<file path="src/rtl/tlp_xcvr_pkg.sv">
// Shared types for the PCIe TLP transceiver (receive and send sides).
// Holds the header field layouts, the fmt/type codes that are recognised, and the
// Action record passed between the TLP parser and the register/action FIFO.
package tlp_xcvr_pkg;

    // Combined {fmt[2:0], type[4:0]} codes of the TLPs that are decoded
    localparam logic [7:0] FT_MWR32 = 8'h40;   // 3DW header with data, memory write
    localparam logic [7:0] FT_MRD32 = 8'h00;   // 3DW header no data, memory read
    localparam logic [7:0] FT_CPLD  = 8'h4A;   // 3DW header with data, completion

    // Width of the channel (register) index carried in an Action
    localparam int CHAN_W = 4;

    // Header DW0: common to every TLP
    typedef struct packed {
        logic [2:0]  fmt;
        logic [4:0]  typ;
        logic [13:0] tc_attr;
        logic [9:0]  length;
    } tlp_dw0_t;

    // Header DW1 of a memory request
    typedef struct packed {
        logic [15:0] req_id;
        logic [7:0]  tag;
        logic [3:0]  last_be;
        logic [3:0]  first_be;
    } tlp_dw1_t;

    // Header DW2 of a 32-bit memory request
    typedef struct packed {
        logic [31:0] addr;
    } tlp_dw2_t;

    // Header DW2 of a completion
    typedef struct packed {
        logic [15:0] req_id;
        logic [7:0]  tag;
        logic        rsvd;
        logic [6:0]  lower_addr;
    } tlp_cpl_dw2_t;

    // Which kind of header is being parsed after DW0/DW1 were decoded
    typedef enum logic [1:0] {
        HK_WR  = 2'd0,
        HK_RD  = 2'd1,
        HK_CPL = 2'd2
    } hdr_kind_t;

    typedef enum logic {
        ACT_WRITE = 1'b0,
        ACT_READ  = 1'b1
    } act_kind_t;

    typedef struct packed {
        logic [15:0]       req_id;
        logic [7:0]        tag;
        logic [CHAN_W-1:0] chan;
    } RegRead;

    typedef struct packed {
        logic [CHAN_W-1:0] chan;
        logic [31:0]       data;
    } RegWrite;

    // Unified record for the action FIFO; fields unused by a kind are zero
    typedef struct packed {
        act_kind_t         kind;
        logic [15:0]       req_id;
        logic [7:0]        tag;
        logic [CHAN_W-1:0] chan;
        logic [31:0]       data;
    } Action;

    function automatic logic isRegWr(input logic [7:0] ft, input logic [9:0] len);
        return (ft == FT_MWR32) && (len == 10'd1);
    endfunction

    function automatic logic isRegRd(input logic [7:0] ft, input logic [9:0] len);
        return (ft == FT_MRD32) && (len == 10'd1);
    endfunction

    function automatic logic isCplD(input logic [7:0] ft);
        return (ft == FT_CPLD);
    endfunction

    function automatic Action mk_read(input RegRead r);
        Action a;
        a.kind   = ACT_READ;
        a.req_id = r.req_id;
        a.tag    = r.tag;
        a.chan   = r.chan;
        a.data   = '0;
        return a;
    endfunction

    function automatic Action mk_write(input RegWrite w);
        Action a;
        a.kind   = ACT_WRITE;
        a.req_id = '0;
        a.tag    = '0;
        a.chan   = w.chan;
        a.data   = w.data;
        return a;
    endfunction

endpackage

</file>
<file path="src/rtl/tlp_recv.sv">
// Receive side of the PCIe TLP transceiver.
// Parses 64-bit Avalon-ST RX beats: 1DW BAR writes/reads become Action records,
// CplD payload is passed straight through to the c2f pipe, everything else is dropped.
// Optional feature: define TLP_RECV_DROPCNT_EN to add dropCount_out, a saturating
// count of TLPs that were discarded or aborted.
module tlp_recv
    import tlp_xcvr_pkg::*;
#(
    parameter int CHAN_LSB  = 2,
    parameter int CPL_MAXDW = 32
)(
    input  logic        pcieClk_in,
    input  logic        pcieReset_in,
    input  logic [63:0] rxData_in,
    input  logic        rxValid_in,
    output logic        rxReady_out,
    input  logic        rxSOP_in,
    input  logic        rxEOP_in,
    output Action       actData_out,
    output logic        actValid_out,
    input  logic        actReady_in,
    output logic [63:0] c2fData_out,
    output logic        c2fValid_out,
    input  logic        c2fReady_in
`ifdef TLP_RECV_DROPCNT_EN
    ,
    output logic [15:0] dropCount_out
`endif
);

    localparam logic [2:0] S_IDLE     = 3'd0;
    localparam logic [2:0] S_HDR1     = 3'd1;
    localparam logic [2:0] S_WR_DATA  = 3'd2;
    localparam logic [2:0] S_CPL_DATA = 3'd3;
    localparam logic [2:0] S_DISCARD  = 3'd4;

    logic [2:0]        r_state;
    logic [2:0]        w_state_next;
    hdr_kind_t         r_kind;
    hdr_kind_t         w_kind_next;
    logic [15:0]       r_req_id;
    logic [7:0]        r_tag;
    logic [3:0]        r_first_be;
    logic [CHAN_W-1:0] r_chan;
    logic              r_act_valid;
    Action             r_act_data;

    logic              w_acc;
    logic [7:0]        w_ft;
    logic [9:0]        w_len;
    tlp_dw1_t          w_dw1;
    logic [CHAN_W-1:0] w_addr_chan;
    logic              w_cpl_len_ok;
    logic              w_hdr_load;
    logic              w_chan_load;
    logic              w_emit;
    Action             w_act_next;
    RegRead            w_rd;
    RegWrite           w_wr;

    assign w_acc       = rxValid_in & rxReady_out;
    assign w_ft        = rxData_in[31:24];
    assign w_len       = rxData_in[9:0];
    assign w_dw1       = rxData_in[63:32];
    assign w_addr_chan = rxData_in[CHAN_LSB +: CHAN_W];
    // Completion payload must be whole QWs, non-zero (zero encodes 1024) and within limit
    assign w_cpl_len_ok = (w_len != 10'd0) && !w_len[0] && (w_len <= 10'(CPL_MAXDW));

    // RX ready: blocked while an action is pending; follows the sink during payload
    always_comb begin
        case (r_state)
            S_CPL_DATA: rxReady_out = c2fReady_in;
            default:    rxReady_out = !r_act_valid;
        endcase
        if (pcieReset_in) begin
            rxReady_out = 1'b0;
        end
    end

    // Completion payload is a zero-latency pass-through of the RX beat
    assign c2fData_out  = rxData_in;
    assign c2fValid_out = (r_state == S_CPL_DATA) && rxValid_in && !pcieReset_in;

    assign actData_out  = r_act_data;
    assign actValid_out = r_act_valid;

    // Next-state decode; only accepted beats advance the parser
    always_comb begin
        w_state_next = r_state;
        w_kind_next  = r_kind;
        w_hdr_load   = 1'b0;
        w_chan_load  = 1'b0;
        w_emit       = 1'b0;
        w_rd.req_id  = r_req_id;
        w_rd.tag     = r_tag;
        w_rd.chan    = w_addr_chan;
        w_wr.chan    = w_addr_chan;
        w_wr.data    = rxData_in[63:32];
        w_act_next   = r_act_data;
        if (w_acc) begin
            case (r_state)
                S_IDLE: begin
                    if (rxSOP_in) begin
                        w_hdr_load = 1'b1;
                        if (rxEOP_in) begin
                            w_state_next = S_IDLE;
                        end else if (isRegWr(w_ft, w_len) && (w_dw1.last_be == 4'd0)) begin
                            w_state_next = S_HDR1;
                            w_kind_next  = HK_WR;
                        end else if (isRegRd(w_ft, w_len) && (w_dw1.last_be == 4'd0)) begin
                            w_state_next = S_HDR1;
                            w_kind_next  = HK_RD;
                        end else if (isCplD(w_ft) && w_cpl_len_ok) begin
                            w_state_next = S_HDR1;
                            w_kind_next  = HK_CPL;
                        end else begin
                            w_state_next = S_DISCARD;
                        end
                    end
                end
                S_HDR1: begin
                    case (r_kind)
                        HK_RD: begin
                            w_emit       = 1'b1;
                            w_act_next   = mk_read(w_rd);
                            w_state_next = rxEOP_in ? S_IDLE : S_DISCARD;
                        end
                        HK_WR: begin
                            if (rxData_in[2]) begin
                                // Unaligned address: the data DW shares this beat
                                w_emit       = (r_first_be != 4'd0);
                                w_act_next   = mk_write(w_wr);
                                w_state_next = rxEOP_in ? S_IDLE : S_DISCARD;
                            end else if (rxEOP_in) begin
                                w_state_next = S_IDLE;
                            end else begin
                                w_chan_load  = 1'b1;
                                w_state_next = S_WR_DATA;
                            end
                        end
                        default: begin
                            // Payload that does not start QW-aligned is not supported
                            if (rxEOP_in) begin
                                w_state_next = S_IDLE;
                            end else if (rxData_in[2]) begin
                                w_state_next = S_DISCARD;
                            end else begin
                                w_state_next = S_CPL_DATA;
                            end
                        end
                    endcase
                end
                S_WR_DATA: begin
                    w_wr.chan    = r_chan;
                    w_wr.data    = rxData_in[31:0];
                    w_emit       = (r_first_be != 4'd0);
                    w_act_next   = mk_write(w_wr);
                    w_state_next = rxEOP_in ? S_IDLE : S_DISCARD;
                end
                S_CPL_DATA, S_DISCARD: begin
                    if (rxEOP_in) begin
                        w_state_next = S_IDLE;
                    end
                end
                default: begin
                    w_state_next = S_IDLE;
                end
            endcase
        end
    end

    // Parser state and pending-action flag
    always_ff @(posedge pcieClk_in) begin
        if (pcieReset_in) begin
            r_state     <= S_IDLE;
            r_act_valid <= 1'b0;
        end else begin
            r_state <= w_state_next;
            if (w_emit) begin
                r_act_valid <= 1'b1;
            end else if (actReady_in) begin
                r_act_valid <= 1'b0;
            end
        end
    end

    // Header fields and action payload; no reset needed, qualified by state/valid
    always_ff @(posedge pcieClk_in) begin
        r_kind <= w_kind_next;
        if (w_hdr_load) begin
            r_req_id   <= w_dw1.req_id;
            r_tag      <= w_dw1.tag;
            r_first_be <= w_dw1.first_be;
        end
        if (w_chan_load) begin
            r_chan <= w_addr_chan;
        end
        if (w_emit) begin
            r_act_data <= w_act_next;
        end
    end

`ifdef TLP_RECV_DROPCNT_EN
    logic        w_drop;
    logic [15:0] r_drop_cnt;

    // A TLP is dropped when its last beat lands in discard or cuts a header short
    always_comb begin
        w_drop = 1'b0;
        if (w_acc && rxEOP_in) begin
            case (r_state)
                S_IDLE:    w_drop = rxSOP_in;
                S_DISCARD: w_drop = 1'b1;
                S_HDR1:    w_drop = (r_kind == HK_CPL) || ((r_kind == HK_WR) && !rxData_in[2]);
                default:   w_drop = 1'b0;
            endcase
        end
    end

    // Saturating drop counter
    always_ff @(posedge pcieClk_in) begin
        if (pcieReset_in) begin
            r_drop_cnt <= 16'd0;
        end else if (w_drop && (r_drop_cnt != 16'hFFFF)) begin
            r_drop_cnt <= r_drop_cnt + 16'd1;
        end
    end

    assign dropCount_out = r_drop_cnt;
`endif

endmodule

</file>
<file path="config.mk">
export PLATFORM = sky130hd
export DESIGN_NAME = tlp_recv
export DESIGN_NICKNAME = d
export VERILOG_FILES = /design/src/rtl/tlp_xcvr_pkg.sv /design/src/rtl/tlp_recv.sv
export SDC_FILE = /design/constraint.sdc
export NUM_CORES = 1
export LEC_CHECK = 0
export CAP_MARGIN = 20
export CELL_PAD_IN_SITES_DETAIL_PLACEMENT = 1
export CELL_PAD_IN_SITES_GLOBAL_PLACEMENT = 1
export CORE_MARGIN = 4
export CORE_UTILIZATION = 29
export CTS_CLUSTER_SIZE = 14
export DETAILED_ROUTE_END_ITERATION = 8
export GPL_TIMING_DRIVEN = 0
export PLACE_DENSITY_LB_ADDON = 0.1
export SLEW_MARGIN = 20
export SYNTH_ARGS = -nofsm -noshare
export SYNTH_HDL_FRONTEND = slang
export SYNTH_SLANG_ARGS = --single-unit
</file>
<file path="constraint.sdc">
create_clock -name pcieClk_in -period 4.2 [get_ports pcieClk_in]
set_clock_uncertainty 0.05 [all_clocks]
set_input_delay 0.42 -clock pcieClk_in [delete_from_list [all_inputs] [get_ports pcieClk_in]]
set_output_delay 0.42 -clock pcieClk_in [all_outputs]
set_load 0.01 [all_outputs]
</file>
==> qor.txt, run 1 <==
================================================================================
Post-route minimum period                                                2.55 ns
Cell at the root of the clock tree                                  sky130_fd_sc_hd__clkbuf_16
Critical setup path kind                                            input port to flop
Number of pins exceeding their max-slew limit in the final report              0
Clock tree from TritonCTS                                                  built
Slowest cell on the critical path                                   sky130_fd_sc_hd__clkdlybuf4s50_1
Total of hold buffers inserted after clock tree synthesis                      0
P_int                                                                    1.76 mW
Total core area                                                       0.0152 mm2
Initial antenna violation count                                                0
Die width                                                                 133 um
Static leakage power                                                     2.53 nW
Via count of the first global-routing pass                                  3799
Iteration-0 DRC count of the detailed router                                 116
Async set or reset register ratio after synthesis                              0
Post-cts sizing count                                                          0
Most used cell along the critical path                              sky130_fd_sc_hd__buf_2
Peak Freq                                                              0.393 GHz
Post-layout net count                                                        662
Initial core utilization                                                   0.297
Number of sinks handled by clock tree synthesis                               99
Mean post-synth cell area                                               12.1 um2
Net Sw Frac                                                                0.205
Switching power of the nets                                             0.456 mW
Setup repair after global routing missed its margin                           no
Sequential group share of total power                                      0.488
Logic gate share of total power                                            0.113
Clock transition at path regs                                            0.07 ns
Seq/Total Area, Yosys                                                      0.651
H-tree levels                                                                  3
Buffers inserted by post-CTS timing repair                                     0
Overall power of the completed layout                                    2.22 mW
Number of nets with antenna violations after routing                           0
Clock buffer depth                                                             2
Top area cells in the synthesized netlist                           sky130_fd_sc_hd__edfxtp_1, sky130_fd_sc_hd__buf_4, sky130_fd_sc_hd__nand2_1, sky130_fd_sc_hd__o21ai_0, sky130_fd_sc_hd__and2_1
Worst min-delay path class                                          flop to flop
Pin count of the biggest net entering global routing                          17
Final routed wire length divided by cell count                           17.7 um
Mapped Cells                                                                 373
Setup_tns                                                                   0 ns
GPL Wtd Cong                                                               0.731
Net count after synthesis                                                    444
HPWL after DPL                                                          10800 um
Proportion of power drawn by the clock network                             0.399
Slowest stage delay, CP                                                  0.44 ns
Clock buffer count from CTS                                                    9
Ys flop type                                                        sky130_fd_sc_hd__edfxtp_1
Critical Path End Type                                                      flop
Largest area contributor in the synthesized netlist                 sky130_fd_sc_hd__edfxtp_1
Slew at the pin closest to its max-slew limit                            1.12 ns
Antenna diode count                                                            0
Via total after detailed routing                                            3527
Netlist cell types                                                            40
Worst IR drop on VDD                                                    0.227 mV
Chip height                                                               133 um
Worst-path fanout max                                                          7
Top cell types by occurrence after synthesis                        sky130_fd_sc_hd__edfxtp_1, sky130_fd_sc_hd__nand2_1, sky130_fd_sc_hd__buf_4
Detailed-routing iteration count for the pre-antenna-repair pass               6
List of cells traversed by the critical path                        clkdlybuf4s50_1, nand4bb_1, o211ai_1, nor2_1, nand2_1, nor4_2, buf_4, buf_2, buf_2
Endpoints failing setup                                                        0
Area overhead of the layout relative to synthesis                          59.1%
Worst-skew pair later-pin latency                                        0.35 ns
Area of the mapped netlist                                           0.00451 mm2
Number of synthesized flops with an enable pin                                95
IO buf count                                                                 198
Fraction of the cycle the final worst path needs                           0.606
Number of synthesized register bits                                           99
Filler Cells Inserted                                                       1620
Fin. Hold Viols                                                                0
Sum of overflow across all layers after global routing                         0
YS warnings                                                                    0
Worst endpoint data arrival time                                         2.55 ns
Overall routed net length                                               13900 um
Die area                                                              0.0176 mm2
Count of max-cap constraint violations                                         0
Power per cell area                                                   310 mW/mm2
DRC violation count after routing                                              0
Top Ports                                                                    199
Worst max-slew margin expressed relative to the limit                      0.243
Global routing usage summed across all routing layers                      0.157
Element type at the critical path start                               input port
Share of layout cells above drive strength 1                               0.176
Leading cell type by number of instances after synthesis            sky130_fd_sc_hd__edfxtp_1
Post-synth top area share                                                  0.633
Standard-cell rows                                                            45
Storage element area                                                 0.00293 mm2
Via density per instance                                                    4.50
CP required                                                              4.20 ns
Total area of multi-input combinational cells                        0.00101 mm2
Run status                                                          complete, no violations
First-pass GRT wire length                                              21300 um
================================================================================
layer usage:
metal  wire [um]  global-route usage
met1        5820               0.183
met2        7070               0.278
met3         761              0.0407
met4         208              0.0566
met5           0                   0
cell usage in the layout (no fill, tap or decap), types with 2 or more instances in the layout:
| cell | instances |
|---|---|
| sky130_fd_sc_hd__clkbuf_16 | 9 |
| sky130_fd_sc_hd__buf_16 | 2 |
| sky130_fd_sc_hd__nand2_1 | 69 |
| sky130_fd_sc_hd__buf_2 | 7 |
| sky130_fd_sc_hd__a31oi_1 | 3 |
| sky130_fd_sc_hd__a21oi_1 | 4 |
| sky130_fd_sc_hd__edfxtp_1 | 95 |
| sky130_fd_sc_hd__clkinv_2 | 2 |
| sky130_fd_sc_hd__clkdlybuf4s50_1 | 198 |
| sky130_fd_sc_hd__or4_1 | 2 |
| sky130_fd_sc_hd__nor2_1 | 10 |
| sky130_fd_sc_hd__o21ai_0 | 36 |
| sky130_fd_sc_hd__mux2_2 | 3 |
| sky130_fd_sc_hd__dfxtp_1 | 4 |
| sky130_fd_sc_hd__bufinv_16 | 2 |
| sky130_fd_sc_hd__nor4_1 | 4 |
| sky130_fd_sc_hd__and2_1 | 24 |
| sky130_fd_sc_hd__nor3_1 | 4 |
| sky130_fd_sc_hd__nand3_1 | 2 |
| sky130_fd_sc_hd__buf_4 | 68 |
| sky130_fd_sc_hd__or3_1 | 2 |
| sky130_fd_sc_hd__inv_1 | 5 |
| sky130_fd_sc_hd__clkbuf_1 | 9 |
| sky130_fd_sc_hd__nor2b_1 | 4 |
| sky130_fd_sc_hd__nor4b_1 | 2 |
| sky130_fd_sc_hd__buf_8 | 2 |
| sky130_fd_sc_hd__inv_6 | 2 |
critical path, delay by kind of cell:
kind,cells,cell delay (ns)
AO/OA/AOI/OAI,1,0.14
buffers and inverters,4,1.11
AND/OR/NAND/NOR,4,0.87
metrics by stage:
stage	hold slack (ns)	instances	setup WS (ns)	cell area, um2	util
after floorplan	0.439	373	0.00397	4510	-
after global placement	0.450	759	-2.61	6730	0.443
after detailed placement	0.454	768	1.25	6860	0.451
after CTS	0.471	783	1.64	7170	0.472
after global routing	0.478	783	1.49	7170	0.472
final	0.468	783	1.65	7170	0.472
state kept, by name, summed over array words and instances (netlist names):
signal and flops:
actData_out 61, r_req_id 16, r_tag 8, r_chan 4, r_first_be 4, r_state 3
r_kind 2, actValid_out 1
kinds of logic (layout without fill, tap and decap cells):
family / Yosys count / in the layout / share of synthesized area
and+or+nand+nor: 131 / 131 / 0.141
DFF: 99 / 99 / 0.651
buffers and inverters: 86 / 308 / 0.129
AOI/OAI and AO/OA: 52 / 52 / 0.0677
muxes: 4 / 4 / 0.00971
xor gates and xnor gates: 1 / 1 / 0.00194
path summary, 6_finish.rpt:
kind	from	to	slack, ns	cells past startpoint
min reg2reg	r_req_id[13]$_DFFE_PP_	actData_out[57]$_SDFFCE_PP0P_	0.47	1
max	c2fReady_in	r_req_id[7]$_DFFE_PP_	1.65	9
min	r_req_id[13]$_DFFE_PP_	actData_out[57]$_SDFFCE_PP0P_	0.47	1
max reg2reg	r_state[2]$_SDFFE_PP0P_	r_req_id[7]$_DFFE_PP_	1.69	9
area by class of cell:
class / count / share of cell area
Sequential cell: 99 / 0.409
Tap cell: 188 / 0.0328
Inverter: 6 / 0.00314
Clock buffer: 9 / 0.0314
Clock inverter: 6 / 0.0122
Buffer: 80 / 0.0782
Timing Repair Buffer: 207 / 0.292
Multi-Input combinational cell: 188 / 0.141
power by group through the flow:
| stage | logic [mW] | clock network [mW] | registers [mW] |
|---|---|---|---|
| 6_report | 0.250 | 0.887 | 1.08 |
| 5_1_grt | 0.266 | 0.951 | 1.08 |
| 4_1_cts | 0.254 | 0.919 | 1.08 |
| 3_5_place_dp | 0.252 | 0 | 1.11 |
| 3_3_place_gp | 0.247 | 0 | 1.11 |
| 2_1_floorplan | 0.0874 | 0 | 1.11 |
Power figures use the tool's default switching activity.
==> run 2: changes to the inputs <==
- CORE_UTILIZATION: 29 -> 32
- clock period: 4.2 -> 2.5 ns (I/O delays scaled with it)
==> qor.txt, run 2 (synthesis gave the netlist of run 1 again) <==
================================================================================
Number of sinks handled by clock tree synthesis                               99
Most used cell along the critical path                              sky130_fd_sc_hd__buf_6
Post-route minimum period                                                2.26 ns
Fin. Hold Viols                                                                0
Worst setup slack before clock tree synthesis                          -0.221 ns
DRC violation count after routing                                              0
Worst-skew pair later-pin latency                                        0.34 ns
Via density per instance                                                    4.54
Endpoints failing setup                                                        0
Run status                                                          complete, no violations
Worst max-slew margin expressed relative to the limit                      0.509
Global routing usage summed across all routing layers                      0.169
Proportion of power drawn by the clock network                             0.399
GPL Wtd Cong                                                               0.821
Clock transition at path regs                                            0.07 ns
Worst min-delay path class                                          input port to flop
Setup slack of the critical path after layout                           0.236 ns
Total core area                                                       0.0138 mm2
Critical setup path kind                                            flop to flop
Share of layout cells above drive strength 1                               0.177
Die width                                                                 127 um
Pin count of the biggest net entering global routing                          19
Number of nets with antenna violations after routing                           0
List of cells traversed by the critical path                        buf_6, and3b_2, o211ai_1, nor2_1, nand2_1, nor4_4, buf_8, buf_6
Commonest non-fill, non-tap cell in the layout                      sky130_fd_sc_hd__clkdlybuf4s50_1
Critical Path End Type                                                      flop
Placed cell areas                                                    0.00689 mm2
First-pass GRT wire length                                              20800 um
Static leakage power                                                     2.53 nW
Top Ports                                                                    199
Setup repair after global routing missed its margin                           no
Cell at the root of the clock tree                                  sky130_fd_sc_hd__clkbuf_16
Standard-cell rows                                                            43
Logic gate share of total power                                            0.114
P_int                                                                    2.97 mW
Chip height                                                               127 um
Peak Freq                                                              0.442 GHz
Via count of the first global-routing pass                                  3750
Worst-path fanout max                                                         12
Area overhead of the layout relative to synthesis                          60.1%
Slew at the pin closest to its max-slew limit                           0.734 ns
Clock buffer count from CTS                                                    9
Slowest cell on the critical path                                   sky130_fd_sc_hd__nor4_4
Final routed wire length divided by cell count                           17.5 um
HPWL after DPL                                                          10500 um
Power per cell area                                                   517 mW/mm2
Clock tree from TritonCTS                                                  built
Clock buffer depth                                                             2
Post-Layout Inst Area                                                0.00722 mm2
Iteration-0 DRC count of the detailed router                                 162
H-tree levels                                                                  3
Initial antenna violation count                                                0
Initial core utilization                                                   0.326
IO buf count                                                                 198
Die area                                                              0.0161 mm2
Post-layout net count                                                        660
CP required                                                              2.50 ns
Number of pins exceeding their max-slew limit in the final report              0
Slowest stage delay, CP                                                  0.36 ns
Top library cells by usage in the layout, fill and taps aside       sky130_fd_sc_hd__clkdlybuf4s50_1, sky130_fd_sc_hd__edfxtp_1, sky130_fd_sc_hd__nand2_1, sky130_fd_sc_hd__buf_4, sky130_fd_sc_hd__o21ai_0
Count of max-cap constraint violations                                         0
Antenna diode count                                                            0
Total of hold buffers inserted after clock tree synthesis                      0
Worst IR drop on VDD                                                    0.258 mV
Fraction of the cycle the final worst path needs                           0.905
Overall routed net length                                               13500 um
Switching power of the nets                                             0.762 mW
Detailed-routing iteration count for the pre-antenna-repair pass               6
Via total after detailed routing                                            3517
Worst endpoint data arrival time                                         2.26 ns
Sum of overflow across all layers after global routing                         0
Setup_tns                                                                   0 ns
Element type at the critical path start                                     flop
Max reg flops                                                                 61
Net Sw Frac                                                                0.204
Sequential group share of total power                                      0.488
================================================================================
-- run 2: critical path: cells and delay by family (launching register included) --
family	cells	cell delay [ns]
flops	1	0.31
compound gates	1	0.11
buf+inv	3	0.51
simple gates	4	0.98
-- run 2: final cells by class --
type                            instances  area [um2]
Clock buffer                           10         229
Clock inverter                          6        88.8
Sequential cell                        99        2930
Multi-Input combinational cell        188        1030
Timing Repair Buffer                  205        2130
Buffer                                 80         561
Inverter                                6        22.5
Tap cell                              180         225
Fill cell                            1472        6610
-- run 2: power groups by stage --
stage	clock network [mW]	registers (mW)	logic, mW
after floorplan	0	1.86	0.149
after detailed placement	0	1.86	0.425
after global placement	0	1.86	0.415
after global routing	1.61	1.82	0.453
after CTS	1.53	1.82	0.429
final	1.49	1.82	0.424
-- run 2: metal layers --
| metal | GRT usage | wire [um] | up-vias |
|---|---|---|---|
| li1 | - | - | 1679 |
| met4 | 0.0543 | 250 | 0 |
| met5 | 0 | 0 | - |
| met2 | 0.288 | 6870 | 137 |
| met3 | 0.0476 | 907 | 17 |
| met1 | 0.206 | 5500 | 1684 |
-- run 2: path summary, 6_finish.rpt --
path	startpoint	endpoint	slack [ns]	cells past startpoint
max	r_state[2]$_SDFFE_PP0P_	r_tag[6]$_DFFE_PP_	0.24	8
min	actReady_in	actValid_out$_SDFFE_PP0P_	0.47	3
max reg2reg	r_state[2]$_SDFFE_PP0P_	r_tag[6]$_DFFE_PP_	0.24	8
min reg2reg	r_req_id[7]$_DFFE_PP_	actData_out[51]$_SDFFCE_PP0P_	0.47	1
-- run 2: per-stage QoR --
step | power [mW] | cells | hold WS (ns) | util
after floorplan | 2.01 | 373 | 0.269 | -
after global placement | 2.27 | 751 | 0.450 | 0.488
after detailed placement | 2.28 | 757 | 0.455 | 0.498
after CTS | 3.78 | 774 | 0.456 | 0.522
after global routing | 3.89 | 774 | 0.467 | 0.522
final | 3.73 | 774 | 0.465 | 0.522
-- run 2: what timing repair did --
action	4_1_cts	5_1_grt
resized for setup	1	0
setup endpoints to repair	5	0
setup buffers	1	0
==> run 3: changes to the inputs <==
- ABC_AREA: default -> 1
==> qor.txt, run 3 <==
================================================================================
YS warnings                                                                    0
Total core area                                                       0.0139 mm2
Post-Layout Inst Area                                                0.00718 mm2
Initial core utilization                                                   0.328
HPWL after DPL                                                          11200 um
Net count after synthesis                                                    499
Number of nets with antenna violations after routing                           0
H-tree levels                                                                  3
Register-to-register setup slack                                         0.17 ns
Top Ports                                                                    199
Most used cell along the critical path                              sky130_fd_sc_hd__nand3_2
Worst hold slack                                                        0.445 ns
Antenna diode count                                                            0
Worst min-delay path class                                          flop to flop
Slowest stage delay, CP                                                  0.61 ns
First-pass GRT wire length                                              21900 um
Top area cells in the synthesized netlist                           sky130_fd_sc_hd__edfxtp_1, sky130_fd_sc_hd__buf_4, sky130_fd_sc_hd__nand2_1, sky130_fd_sc_hd__nor2_1, sky130_fd_sc_hd__o21ai_0
Slowest cell on the critical path                                   sky130_fd_sc_hd__nor3_4
Global routing usage summed across all routing layers                      0.178
Clock tree from TritonCTS                                                  built
Top library cells by usage in the layout, fill and taps aside       sky130_fd_sc_hd__clkdlybuf4s50_1, sky130_fd_sc_hd__nand2_1, sky130_fd_sc_hd__edfxtp_1, sky130_fd_sc_hd__buf_4, sky130_fd_sc_hd__nor2_1
List of cells traversed by the critical path                        inv_2, nand3_2, or2_1, nand3_2, nor2_4, inv_1, nor3_4, buf_8
Storage element area                                                 0.00293 mm2
Async set or reset register ratio after synthesis                              0
Number of sinks handled by clock tree synthesis                               99
Area overhead of the layout relative to synthesis                          57.0%
Max reg flops                                                                 61
Post-synth top area share                                                  0.624
Final routed wire length divided by cell count                           17.2 um
Sum of overflow across all layers after global routing                         0
Crit path max-delay family                                          simple AND/OR/NAND/NOR gates
Total of hold buffers inserted after clock tree synthesis                      0
Crit path depth                                                                8
Critical setup path kind                                            flop to flop
Worst-path fanout max                                                         17
Power per cell area                                                   558 mW/mm2
Worst-skew pair later-pin latency                                        0.35 ns
Post-route minimum period                                                2.33 ns
Fin. Hold Viols                                                                0
Slew at the pin closest to its max-slew limit                           0.777 ns
Run status                                                          complete, no violations
Number of cells on the worst reg-to-reg path                                   8
Met2 track demand over resource                                            0.320
Count of max-cap constraint violations                                         0
Cell at the root of the clock tree                                  sky130_fd_sc_hd__clkbuf_16
Mean post-synth cell area                                               10.7 um2
Via total after detailed routing                                            3668
Worst IR drop on VDD                                                    0.267 mV
Number of pins exceeding their max-slew limit in the final report              0
Critical Path End Type                                                      flop
Clock transition at path regs                                            0.07 ns
GPL Wtd Cong                                                               0.765
Pin count of the biggest net entering global routing                          36
Post-layout net count                                                        712
IO buf count                                                                 198
Overall routed net length                                               14200 um
Fraction of the cycle the final worst path needs                           0.932
Cells on Worst Hold Path                                                       2
CP required                                                              2.50 ns
Die width                                                                 128 um
Post-cts sizing count                                                          0
Filler Cells Inserted                                                       1522
Via density per instance                                                    4.45
DRC violation count after routing                                              0
Clock buffer count from CTS                                                    9
Worst endpoint data arrival time                                         2.33 ns
Mapped Cells                                                                 428
Peak Freq                                                              0.429 GHz
Most crowded layer after global routing                                     met2
Area of the mapped netlist                                           0.00457 mm2
Overall power of the completed layout                                    4.01 mW
Met1 track demand over resource                                            0.206
Share of layout cells above drive strength 1                               0.164
Placed cell areas                                                    0.00683 mm2
Netlist cell types                                                            25
Number of synthesized register bits                                           99
Standard-cell rows                                                            43
Ys flop type                                                        sky130_fd_sc_hd__edfxtp_1
Largest area contributor in the synthesized netlist                 sky130_fd_sc_hd__edfxtp_1
Seq/Total Area, Yosys                                                      0.641
Initial antenna violation count                                                0
Iteration-0 DRC count of the detailed router                                 179
Top cell types by occurrence after synthesis                        sky130_fd_sc_hd__nand2_1, sky130_fd_sc_hd__edfxtp_1, sky130_fd_sc_hd__buf_4
Chip height                                                               128 um
Endpoints failing setup                                                        0
Static leakage power                                                     2.74 nW
Worst max-slew margin expressed relative to the limit                      0.480
Clock buffer depth                                                             2
Leading cell type by number of instances after synthesis            sky130_fd_sc_hd__nand2_1
Number of synthesized flops with an enable pin                                95
Detailed-routing iteration count for the pre-antenna-repair pass               4
Buffers inserted by post-CTS timing repair                                     0
Final core utilization                                                     0.515
Element type at the critical path start                                     flop
Commonest non-fill, non-tap cell in the layout                      sky130_fd_sc_hd__clkdlybuf4s50_1
Via count of the first global-routing pass                                  3970
Die area                                                              0.0163 mm2
Crit path buf inv count                                                        3
Met3 capacity usage during global routing                                 0.0585
Total area of multi-input combinational cells                        0.00100 mm2
================================================================================
[run 3: path summary, 6_finish.rpt]
| path | start | to |
|---|---|---|
| worst max-delay path | r_state[2]$_SDFFE_PP0P_ | r_req_id[15]$_DFFE_PP_ |
| worst min-delay path | actValid_out$_SDFFE_PP0P_ | actValid_out$_SDFFE_PP0P_ |
| worst max register to register | r_state[2]$_SDFFE_PP0P_ | r_req_id[15]$_DFFE_PP_ |
| worst min register to register | actValid_out$_SDFFE_PP0P_ | actValid_out$_SDFFE_PP0P_ |
[run 3: stage by stage]
stage / TNS [ns] / worst slack (ns) / std cells
after floorplan: 0 / 0.177 / 428
after global placement: -43.63 / -0.580 / 806
after detailed placement: -4.72 / -0.123 / 808
after CTS: 0 / 0.00497 / 823
after global routing: -0.00451 / -0.00140 / 825
final: 0 / 0.169 / 825
[run 3: cell families after synthesis]
group | share of synthesized area
buffers and inverters | 0.142
AO/OA/AOI/OAI | 0.0569
flip-flops | 0.641
AND/OR/NAND/NOR | 0.160
[run 3: tightest hold or removal path: stages, from the launching register on]
cell,delay (ns)
sky130_fd_sc_hd__dfxtp_1,0.33
sky130_fd_sc_hd__nand2_1,0.07
sky130_fd_sc_hd__a21oi_1,0.05
[run 3: power breakdown]
| part | switching, mW | leakage (nW) | internal (mW) |
|---|---|---|---|
| clock | 0.602 | 0.164 | 0.976 |
| sequential | 0.0110 | 0.906 | 1.85 |
| combinational | 0.250 | 1.67 | 0.316 |
| total | 0.863 | 2.74 | 3.14 |
[run 3: cell type report]
type / count / share of cell area
sequential: 99 / 0.409
inverter: 26 / 0.0141
timing repair buffer: 201 / 0.282
timing repair inverter: 1 / 0.000697
buffer: 79 / 0.0767
clock inverter: 6 / 0.0155
clock buffer: 9 / 0.0314
multi-input combinational: 224 / 0.140
tap: 180 / 0.0314
[run 3: per-layer routing]
layer  vias to the layer above  routed length (um)  share of wire
li1                       1788                   -              -
met1                      1765                5590           0.39
met2                       106                7570           0.53
met3                         9                 899          0.063
met4                         0                 132         0.0093
met5                         -                   0              0
